`config.mk`:
```
export PLATFORM = sky130hd
export DESIGN_NAME = sum_com4
export DESIGN_NICKNAME = d
export VERILOG_FILES = /design/src/rtl/sum_com_pkg.sv /design/src/rtl/sum_com_fa.sv /design/src/rtl/sum_com4.sv
export SDC_FILE = /design/constraint.sdc
export NUM_CORES = 1
export LEC_CHECK = 0
export BUFFER_PORTS_ARGS = -buffer_cell sky130_fd_sc_hd__buf_4
export CORE_AREA = 2 2 39 41
export CTS_CLUSTER_DIAMETER = 50
export DETAILED_ROUTE_END_ITERATION = 16
export DIE_AREA = 0 0 41 43
export PLACE_DENSITY = 0.45
export SETUP_SLACK_MARGIN = 0.1
export SLEW_MARGIN = 20
export SYNTH_ARGS = -nofsm -noshare
export SYNTH_HDL_FRONTEND = slang
export SYNTH_SLANG_ARGS = --single-unit
```
`constraint.sdc`:
```
create_clock -name clk -period 0.9 [get_ports clk]
set_input_delay 0.09 -clock clk [delete_from_list [all_inputs] [get_ports clk]]
set_output_delay 0.09 -clock clk [all_outputs]
set_load 0.01 [all_outputs]
```
`src/rtl/sum_com_pkg.sv`:
```
// Shared constants and a reference-sum helper for the sum_com adder family.
package sum_com_pkg;

  localparam int SUM_COM_DEFAULT_WIDTH = 4;

  // Zero-extended unsigned sum; callers slice out WIDTH+1 bits.
  function automatic logic [32:0] sum_com_ref(input logic [31:0] a, input logic [31:0] b);
    return {1'b0, a} + {1'b0, b};
  endfunction

endpackage

```
`src/rtl/sum_com_fa.sv`:
```
// One-bit full adder cell used as a link in the ripple-carry chain.
module sum_com_fa
  import sum_com_pkg::*;
(
  input  logic a,
  input  logic b,
  input  logic cin,
  output logic s,
  output logic cout
);

  logic p;

  always_comb begin
    p    = a ^ b;
    s    = p ^ cin;
    cout = (a & b) | (cin & p);
  end

endmodule

```
`src/rtl/sum_com4.sv`:
```
// Registered unsigned ripple-carry adder: C = {carry, sum} one clock after a valid A/B.
module sum_com4
  import sum_com_pkg::*;
#(
  parameter int WIDTH = SUM_COM_DEFAULT_WIDTH
) (
  input  logic             clk,
  input  logic             rst,
  input  logic             in_valid,
  input  logic [WIDTH-1:0] A,
  input  logic [WIDTH-1:0] B,
  output logic [WIDTH:0]   C,
  output logic             out_valid
);

  logic [WIDTH:0]   carry;
  logic [WIDTH-1:0] sum;
  logic [WIDTH:0]   c_d, c_q;
  logic             vld_d, vld_q;

  assign carry[0] = 1'b0;

  generate
    for (genvar gi = 0; gi < WIDTH; gi++) begin : g_fa
      sum_com_fa u_fa (
        .a    (A[gi]),
        .b    (B[gi]),
        .cin  (carry[gi]),
        .s    (sum[gi]),
        .cout (carry[gi+1])
      );
    end
  endgenerate

  // Result register only loads on valid input; otherwise it holds the last sum.
  always_comb begin
    c_d   = c_q;
    vld_d = in_valid;
    if (in_valid) begin
      c_d = {carry[WIDTH], sum};
    end
  end

  always_ff @(posedge clk or posedge rst) begin
    if (rst) begin
      c_q   <= '0;
      vld_q <= 1'b0;
    end else begin
      c_q   <= c_d;
      vld_q <= vld_d;
    end
  end

  assign C         = c_q;
  assign out_valid = vld_q;

endmodule

```
==> metrics.txt, run 1 <==
status complete, but fails checks; failing checks negative setup slack; Clk pin slew, worst setup/hold paths approximately 0.040 ns; CP max-delay cell fa_1; Iter 0 DRT Violations 0; worst-path cell chain buf_6, ha_4, fa_2, fa_2, inv_2, fa_1, a21oi_2; hold_sp in_valid; Reg-to-Reg Start C[1]; final setup TNS -1.11 ns; Synth Instances 22; maximum clock path buffer count 2; Antenna Nets Post-Route 0; P_leak 0.000267 uW; CTS tree built; Hold WS between 0.04 and 0.05 ns; MaxCap Viol Count 0; initial antenna violation count 0; post-synth cell types 9; first-pass GRT wire length between 1000 and 1500 um; cells on worst reg2reg path 1; fin nets 59; Final GP Congestion between 0.6 and 0.7; RSZ-0062 raised after global routing yes; critical path class input port to flop; CP top delay family adder cells; final WL between 600 and 700 um; vias in the first global route roughly 260; Final setup viols 3; cell mode on critical path fa_2; Core Area 0.00138 mm2; Final Hold Vio Count 0; die area 0.00176 mm2; number of vias per cell between 3 and 4; commonest cells after routing, fill and taps aside buf_4 (9), buf_6 (8), dfrtp_1 (6); Wirelength per Cell approximately 11 um; synthesized area about 320 um2; syn nets 37; reg-to-reg endpoint C[1]; Max transition margin roughly 84%; CTS Buf Count 3; Fillers 140; Worst Hold Path EP out_valid; DP Worst Slack -0.914 ns; cell taking the most area after synthesis dfrtp_1; antenna cells 0; DRC Markers 0; # rows 14; Syn. warnings 0; crit start category input port; PD cells around 1600 mW/mm2; critical path fanouts, max 1; grt ovf 0; detailed-route via count around 230; most common cell after layout, fill and taps aside buf_4; count of pins over their slew limit 0; syn_area_per_cell 14.4 um2; worst setup margin -0.552 ns; final clock skew 0 ns; Tcrit/Tclk final 161%; measured slew at the worst slew-check pin ~0.23 ns; die span in x 41 um; crit path time final 1.45 ns; critical path required time ~1.1 ns; sequential-to-total area share from yosys stat 47.4%; CTS H-tree lvls 1; CP Data Arrival Time 1.62 ns; Area Overhead vs Synth 69.6%; CTS Sinks 6; Worst Hold Class input port to flop; r2r setup slk about 0.13 ns; layout cells sized above 1 66.7%; Root Driver clkbuf_4; Die Y about 43 um; maximum vdd drop between 0.7 and 0.8 mV; fmax roughly 700 MHz; top cell type's share of synthesized area 47.4%; clk_lat worst skew around 0.24 ns; initial core utilization a little under a quarter; I/O pins 17; largest net degree at the start of global routing 8; Synth Register Bits 6; Worst Path Buf+Inv 2; largest cells by area after synthesis dfrtp_1 (47%), fa_1 (19%), mux2_4 (14%); CP max stage delay around 0.42 ns; crit path capture type flop; drt first pass iters 1; Tot GR Track Use 9.23%; number of port buffers 16; WHS Path Cells 1
-- layer usage --
layer / part of all wire, % / GRT usage [%] / vias up
met5: 0 / 0 / -
met4: 0 / 2.00 / 0
met3: 9.9 / 7.85 / 0
met2: 59 / 15.3 / 9
met1: 31 / 7.97 / 110
li1: - / - / 106
-- where the power goes --
group,internal (uW),switching (uW)
clock network,150,88.4
logic,183,96.6
registers,314,29.5
-- metrics by stage --
step / instances / total power (uW) / util (%) / instance area [um2]
2_1_floorplan: 22 / 456 / - / 334
3_3_place_gp: 53 / 570 / 33.5 / 463
3_5_place_dp: 53 / 579 / 33.5 / 463
4_1_cts: 57 / 876 / 38.2 / 529
5_1_grt: 58 / 924 / 38.8 / 537
6_report: 58 / 862 / 38.8 / 537
-- Yosys cell counts --
master	number
inv_1	5
a21oi_1	1
buf_6	1
dfrtp_1	6
mux2i_1	1
fa_1	3
nor2_1	1
ha_1	1
mux2_4	3
-- cell families (layout without fill, tap and decap cells) --
logic type	after synthesis	in the layout	share of synthesized area [%]
compound gates	1	1	1.58
fa+ha+maj	4	4	22.9
buf+inv	6	26	9.49
flops	6	6	47.4
mux	4	4	17.4
simple gates	1	1	1.18
-- sequential cells by signal (all words and copies together) (netlist names) --
| name | flops |
|---|---|
| C | 5 |
| out_valid | 1 |
-- area by class of cell --
class | instances | area [um2] | share of cell area (%)
Clock buffer | 3 | 22.5 | 4.20
Inverter | 5 | 18.8 | 3.50
Multi-Input combinational cell | 10 | 158 | 29.4
Sequential cell | 6 | 150 | 28.0
Tap cell | 16 | 20.0 | 3.73
Timing Repair Buffer | 18 | 168 | 31.2
-- worst max path at each step --
stage | startpoint | endpoint | slack, ns | depth (start not counted)
floorplan | A[0] | C[3] | -0.69 | 6
global placement | A[0] | C[3] | -0.84 | 7
detailed placement | A[0] | C[3] | -0.91 | 7
CTS | B[0] | C[3] | -0.58 | 7
global route | B[0] | C[3] | -0.58 | 7
finish | B[0] | C[3] | -0.55 | 7
-- repair_timing --
action / in CTS / in global routing
pin swaps: 5 / 1
buffers inserted: 0 / 1
endpoints found under the setup margin: 10 / 10
gates resized for setup: 9 / 0
endpoints found under the hold margin: 6 / 0
hold buffers: 1 / 0
Power figures use the tool's default switching activity.
==> run 2, diff against run 1 <==
--- a/config.mk
+++ b/config.mk
@@ -5,12 +5,13 @@
 export SDC_FILE = /design/constraint.sdc
 export NUM_CORES = 1
 export LEC_CHECK = 0
+export ABC_AREA = 1
 export BUFFER_PORTS_ARGS = -buffer_cell sky130_fd_sc_hd__buf_4
 export CORE_AREA = 2 2 39 41
 export CTS_CLUSTER_DIAMETER = 50
 export DETAILED_ROUTE_END_ITERATION = 16
 export DIE_AREA = 0 0 41 43
-export PLACE_DENSITY = 0.45
+export PLACE_DENSITY = 0.44
 export SETUP_SLACK_MARGIN = 0.1
 export SLEW_MARGIN = 20
 export SYNTH_ARGS = -nofsm -noshare
==> metrics.txt, run 2 <==
final clock skew 0 ns (unchanged); DP Worst Slack -0.873 ns (+0.0414 ns); count leader, synth nand2_1; detailed-route via count 273 (+21%); Final GP Congestion 0.581 (-13%); MaxCap Viol Count 0 (unchanged); Most used DFF post-synth dfrtp_1; Core Area 0.00138 mm2 (unchanged); CTS Sinks 6 (unchanged); Fillers 149 (+6.4%); commonest cells after routing, fill and taps aside nand2_1 (15), buf_4 (11), buf_6 (8); crit start category input port; drt first pass iters 1 (unchanged); area of the multi-input gates 146 um2 (-7.1%); Synth Register Bits 6 (unchanged); DRC Markers 0 (unchanged); Wirelength per Cell 8.85 um (-17%); CP Data Arrival Time 1.61 ns (about the same); Antenna Nets Post-Route 0 (unchanged); max reg flops 5 (unchanged); layout cells sized above 1 49.1% (-18 points); Syn. warnings 0 (unchanged); Worst Hold Class input port to flop; Max transition margin 84.5% (+0.11 points); Post-synth ARST share 100% (unchanged); critical path fanouts, max 1 (unchanged); grt ovf 0 (unchanged); CTS tree built; CTS Buf Count 3 (unchanged); hold_sp in_valid; vias in the first global route 256 (-3.0%); maximum vdd drop 0.423 mV (-44%); die area 0.00176 mm2 (unchanged); Tot GR Track Use 9.61% (+0.38 points); fin nets 72 (+22%); Post-synth top cells nand2_1 (15), dfrtp_1 (6), inv_1 (6); most common cell after layout, fill and taps aside nand2_1; antenna cells 0 (unchanged); # rows 14 (unchanged); CP max-delay cell fa_1; I/O pins 17 (unchanged); cell taking the most area after synthesis dfrtp_1; status complete, but fails checks; die span in x 41 um (unchanged); Synth Instances 32 (+45%); r2r setup slk 0.18 ns (+0.05 ns); number of port buffers 16 (unchanged); final WL 628 um (+1.6%); WHS Path Cells 1 (unchanged); area occupied by registers 150 um2 (unchanged); PD cells 1520 mW/mm2 (-5.5%); CTS H-tree lvls 1 (unchanged); reg-to-reg endpoint C[3]; failing checks negative setup slack; syn nets 47 (+27%); crit path time final 1.43 ns (-0.0230 ns); largest net degree at the start of global routing 8 (unchanged); cells on worst reg2reg path 3 (+2); Tcrit/Tclk final 159% (-2.6 points); Worst Path Buf+Inv 3 (+1); CP top delay family adder cells; DP HPWL around 480 um; first-pass GRT wire length 1060 um (+3.3%); initial core utilization 22.1% (-0.81 points); critical path class input port to flop; Area Overhead vs Synth 79.5%; worst setup margin -0.529 ns (+0.0230 ns); top cell type's share of synthesized area 49.2% (+1.7 points); P_leak 0.000299 uW (+12%); Die Y 43 um (unchanged); Final Hold Vio Count 0 (unchanged); synthesized area 305 um2 (-3.6%); Worst Hold Path EP out_valid; crit path capture type flop; Final setup viols 3 (unchanged); measured slew at the worst slew-check pin 0.233 ns (-0.00165 ns); Reg-to-Reg Start C[3]; Clk pin slew, worst setup/hold paths 0.04 ns (about the same); number of vias per cell 3.85 (-0.88%); count of pins over their slew limit 0 (unchanged); number of flops mapped to enable cells by yosys 0 (unchanged); Root Driver clkbuf_4; post-layout util 39.6% (+0.81 points); Design Power 832 uW (-3.5%); maximum clock path buffer count 2 (unchanged); Iter 0 DRT Violations 0 (unchanged); syn_area_per_cell 9.54 um2 (-34%); initial antenna violation count 0 (unchanged); clk_lat worst skew 0.24 ns (about the same); CP max stage delay 0.39 ns (-0.03 ns); sequential-to-total area share from yosys stat 49.2% (+1.7 points); worst-path cell chain buf_6, ha_4, fa_2, fa_2, inv_2, fa_1, inv_1, nand2_1, nand2_1; RSZ-0062 raised after global routing yes; largest cells by area after synthesis dfrtp_1 (49%), fa_1 (20%), nand2_1 (18%); critical path required time 1.08 ns (about the same); fmax 700 MHz (+1.6%); post-synth cell types 6 (-3)
[run 2: cell types whose count changed after synthesis]
cell / delta
mux2i_1: -1
nor2_1: -1
nand2_1: +15
inv_2: +1
mux2_4: -3
inv_1: +1
buf_6: -1
a21oi_1: -1
[run 2: cells by family after synthesis]
kind of cell               count (synthesis)  synth area share (%)
and+or+nand+nor                           15                  18.4
buffers and inverters                      7                  8.60
DFF                                        6                  49.2
adders and majority gates                  4                  23.8
[run 2: per-layer routing]
metal | vias to the layer above | global-route usage [%] | part of all wire [%] | wire length, um
met1 | 127 | 12.2 | 41 | 257
met4 | 0 | 12.0 | 0 | 0
li1 | 137 | - | - | -
met2 | 9 | 11.6 | 54 | 338
met5 | - | 0 | 0 | 0
met3 | 0 | 1.57 | 4.9 | 31
[run 2: metrics by stage]
stage               hold WS (ns)  instances  TNS (ns)  cell area, um2
finish                    0.0197         71     -1.06             548
global route             0.00863         71     -1.22             548
CTS                       0.0114         70     -1.08             541
detailed placement        0.0183         64     -2.23             463
global placement          0.0253         64     -2.19             463
floorplan                 -0.119         32     -1.53             323
[run 2: worst max path at each step]
stage	depth (start not counted)	to	start
2_1_floorplan	8	C[3]	A[0]
3_3_place_gp	9	C[3]	A[0]
3_5_place_dp	9	C[3]	A[0]
4_1_cts	9	C[3]	B[0]
5_1_grt	9	C[3]	B[0]
6_report	9	C[3]	B[0]
[run 2: cell type report]
cell class,count,share of cell area (%)
Inverter,7,4.79
Multi-Input combinational cell,19,26.7
Timing Repair Buffer,20,33.3
Clock buffer,3,4.11
Sequential cell,6,27.4
Tap cell,16,3.65
[run 2: what timing repair did]
| item | CTS | global route |
|---|---|---|
| pin swaps | 6 | 0 |
| hold endpoints to repair | 6 | 0 |
| endpoints found under the setup margin | 9 | 9 |
| hold buffers | 1 | 0 |
| gates resized for setup | 8 | 0 |
| setup buffers | 2 | 1 |
[run 2: power by group]
| part | total (uW) | internal (uW) | leakage (uW) | switching (uW) |
|---|---|---|---|---|
| logic | 255 | 157 | 0.000213 | 97.4 |
| clock network | 245 | 151 | 0.0000138 | 94.3 |
| registers | 332 | 307 | 0.0000726 | 25.3 |
[run 2: worst register-to-register path, cell delays in order, from the launching register on]
cell     delay [ns]
dfrtp_1        0.38
buf_4          0.14
nand2_1        0.05
nand2_1        0.04
==> run 3, diff against run 2 <==
--- a/config.mk
+++ b/config.mk
@@ -11,7 +11,6 @@
 export CTS_CLUSTER_DIAMETER = 50
 export DETAILED_ROUTE_END_ITERATION = 16
 export DIE_AREA = 0 0 41 43
-export PLACE_DENSITY = 0.44
 export SETUP_SLACK_MARGIN = 0.1
 export SLEW_MARGIN = 20
 export SYNTH_ARGS = -nofsm -noshare
==> constraint.sdc (replaced) <==
create_clock -name clk -period 1.6 [get_ports clk]
set_input_delay 0.16 -clock clk [delete_from_list [all_inputs] [get_ports clk]]
set_output_delay 0.16 -clock clk [all_outputs]
set_load 0.01 [all_outputs]
==> metrics.txt, run 3 (synthesis results as in run 2) <==
Root Driver clkbuf_4; measured slew at the worst slew-check pin 0.213 ns (-0.0201 ns); largest net degree at the start of global routing 8 (unchanged); grt ovf 0 (unchanged); Final GP Congestion 0.601 (+3.4%); crit path capture type flop; maximum clock path buffer count 2 (unchanged); maximum vdd drop 0.220 mV (-48%); initial core utilization 22.1% (unchanged); CTS tree built; die area 0.00176 mm2 (unchanged); Max transition margin 85.8% (+1.3 points); RSZ-0062 raised after global routing yes; crit path time final between 1 and 1.5 ns; Worst Hold Class input port to flop; DRC Markers 0 (unchanged); detailed-route via count 257 (-5.9%); CP max stage delay 0.39 ns (about the same); count of pins over their slew limit 0 (unchanged); critical path required time 1.78 ns (+0.70 ns); fin nets 69 (-4.2%); Area Overhead vs Synth 64.8%; clk_lat worst skew 0.24 ns (about the same); max reg flops 5 (unchanged); Core Area 0.00138 mm2 (unchanged); MaxCap Viol Count 0 (unchanged); P_leak 0.000278 uW (-7.3%); final setup TNS 0 ns (+1.06 ns); layout cells sized above 1 46.2% (-2.9 points); setup repair bufs after CTS 0 (-2); Worst Path Buf+Inv 3 (unchanged); worst-path cell chain buf_6, ha_4, fa_2, fa_2, inv_2, fa_1, inv_1, nand2_1, nand2_1; CTS Sinks 6 (unchanged); critical path fanouts, max 1 (unchanged); Antenna Nets Post-Route 0 (unchanged); CP Data Arrival Time 1.67 ns (+0.06 ns); antenna cells 0 (unchanged); crit start category input port; PD cells 855 mW/mm2 (-44%); Wirelength per Cell 7.90 um (-11%); Iter 0 DRT Violations 1 (+1); CTS Buf Count 3 (unchanged); Tot GR Track Use 8.00% (-1.6 points); most common cell after layout, fill and taps aside nand2_1; status finished clean; vias in the first global route 247 (-3.5%); CTS H-tree lvls 1 (unchanged); Tcrit/Tclk final ~93%; Clk pin slew, worst setup/hold paths 0.04 ns (about the same); final WL 537 um (-14%); # rows 14 (unchanged); first-pass GRT wire length 869 um (-18%); Final Hold Vio Count 0 (unchanged); critical path class input port to flop; post-layout util 36.3% (-3.3 points); number of vias per cell 3.78 (-1.7%); Final setup viols 0 (-3); drt first pass iters 2 (+1); Die Y 43 um (unchanged); fmax around 670 MHz; commonest cells after routing, fill and taps aside nand2_1 (15), buf_4 (14), dfrtp_1 (6); I/O pins 17 (unchanged); number of port buffers 16 (unchanged); CP max-delay cell fa_1; die span in x 41 um (unchanged); CP top delay family adder cells; DP HPWL 454 um (-5.8%); final clock skew 0 ns (unchanged); initial antenna violation count 0 (unchanged); Hold WS 0.0856 ns (+0.0659 ns)
-- run 3: cell types whose count changed in the layout (fill, tap and decap cells not counted) --
cell	before	now
buf_4	11	14
buf_6	8	2
-- run 3: final timing paths --
check	startpoint	to	slack, ns	depth (start not counted)
worst max-delay path	B[0]	C[3]	0.11	9
worst min-delay path	in_valid	out_valid	0.09	1
worst max register to register	C[2]	C[2]	1.00	2
worst min register to register	C[0]	C[0]	0.47	2
max in group asynchronous	rst	C[2]	1.03	3
min in group asynchronous	rst	out_valid	0.39	3
-- run 3: per-layer routing --
metal	vias to the layer above	track usage, %	routed length (um)
met5	-	0	0
met4	0	12.0	0
met3	0	1.57	61
met2	14	10.0	268
met1	113	8.61	207
li1	130	-	-
-- run 3: through the flow --
step / cell area, um2 / cells / total power, uW / setup WS, ns
5_1_grt: 503 / 68 / 470 / 0.0313
6_report: 503 / 68 / 430 / 0.106
3_5_place_dp: 463 / 64 / 298 / -0.232
4_1_cts: 503 / 68 / 442 / 0.109
3_3_place_gp: 463 / 64 / 297 / -0.225
2_1_floorplan: 323 / 32 / 235 / -0.0653
-- run 3: worst register-to-register path, stage by stage (launching register included) --
cell and delay, ns:
dfrtp_1 0.38, nand2_1 0.07, nand2_1 0.04
-- run 3: cell type report --
cell class              count  area (um2)
fillers                   162         881
flip-flops and latches      6         150
multi-input cells          19         146
repair buffers             17         138
inverters                   7        26.3
clock buffers               3        22.5
well taps                  16        20.0
-- run 3: what timing repair did --
item | 4_1_cts | 5_1_grt
resized for setup | 2 | 0
hold buffers | 1 | 0
pin swaps | 5 | 0
setup endpoints to repair | 1 | 1
endpoints found under the hold margin | 6 | 0
-- run 3: where the power goes --
group	leakage (uW)	switching, uW	internal, uW
Clock	0.0000138	49.2	84.5
Sequential	0.0000726	10.8	173
Combinational	0.000191	50.2	63.0
Total	0.000278	110	320
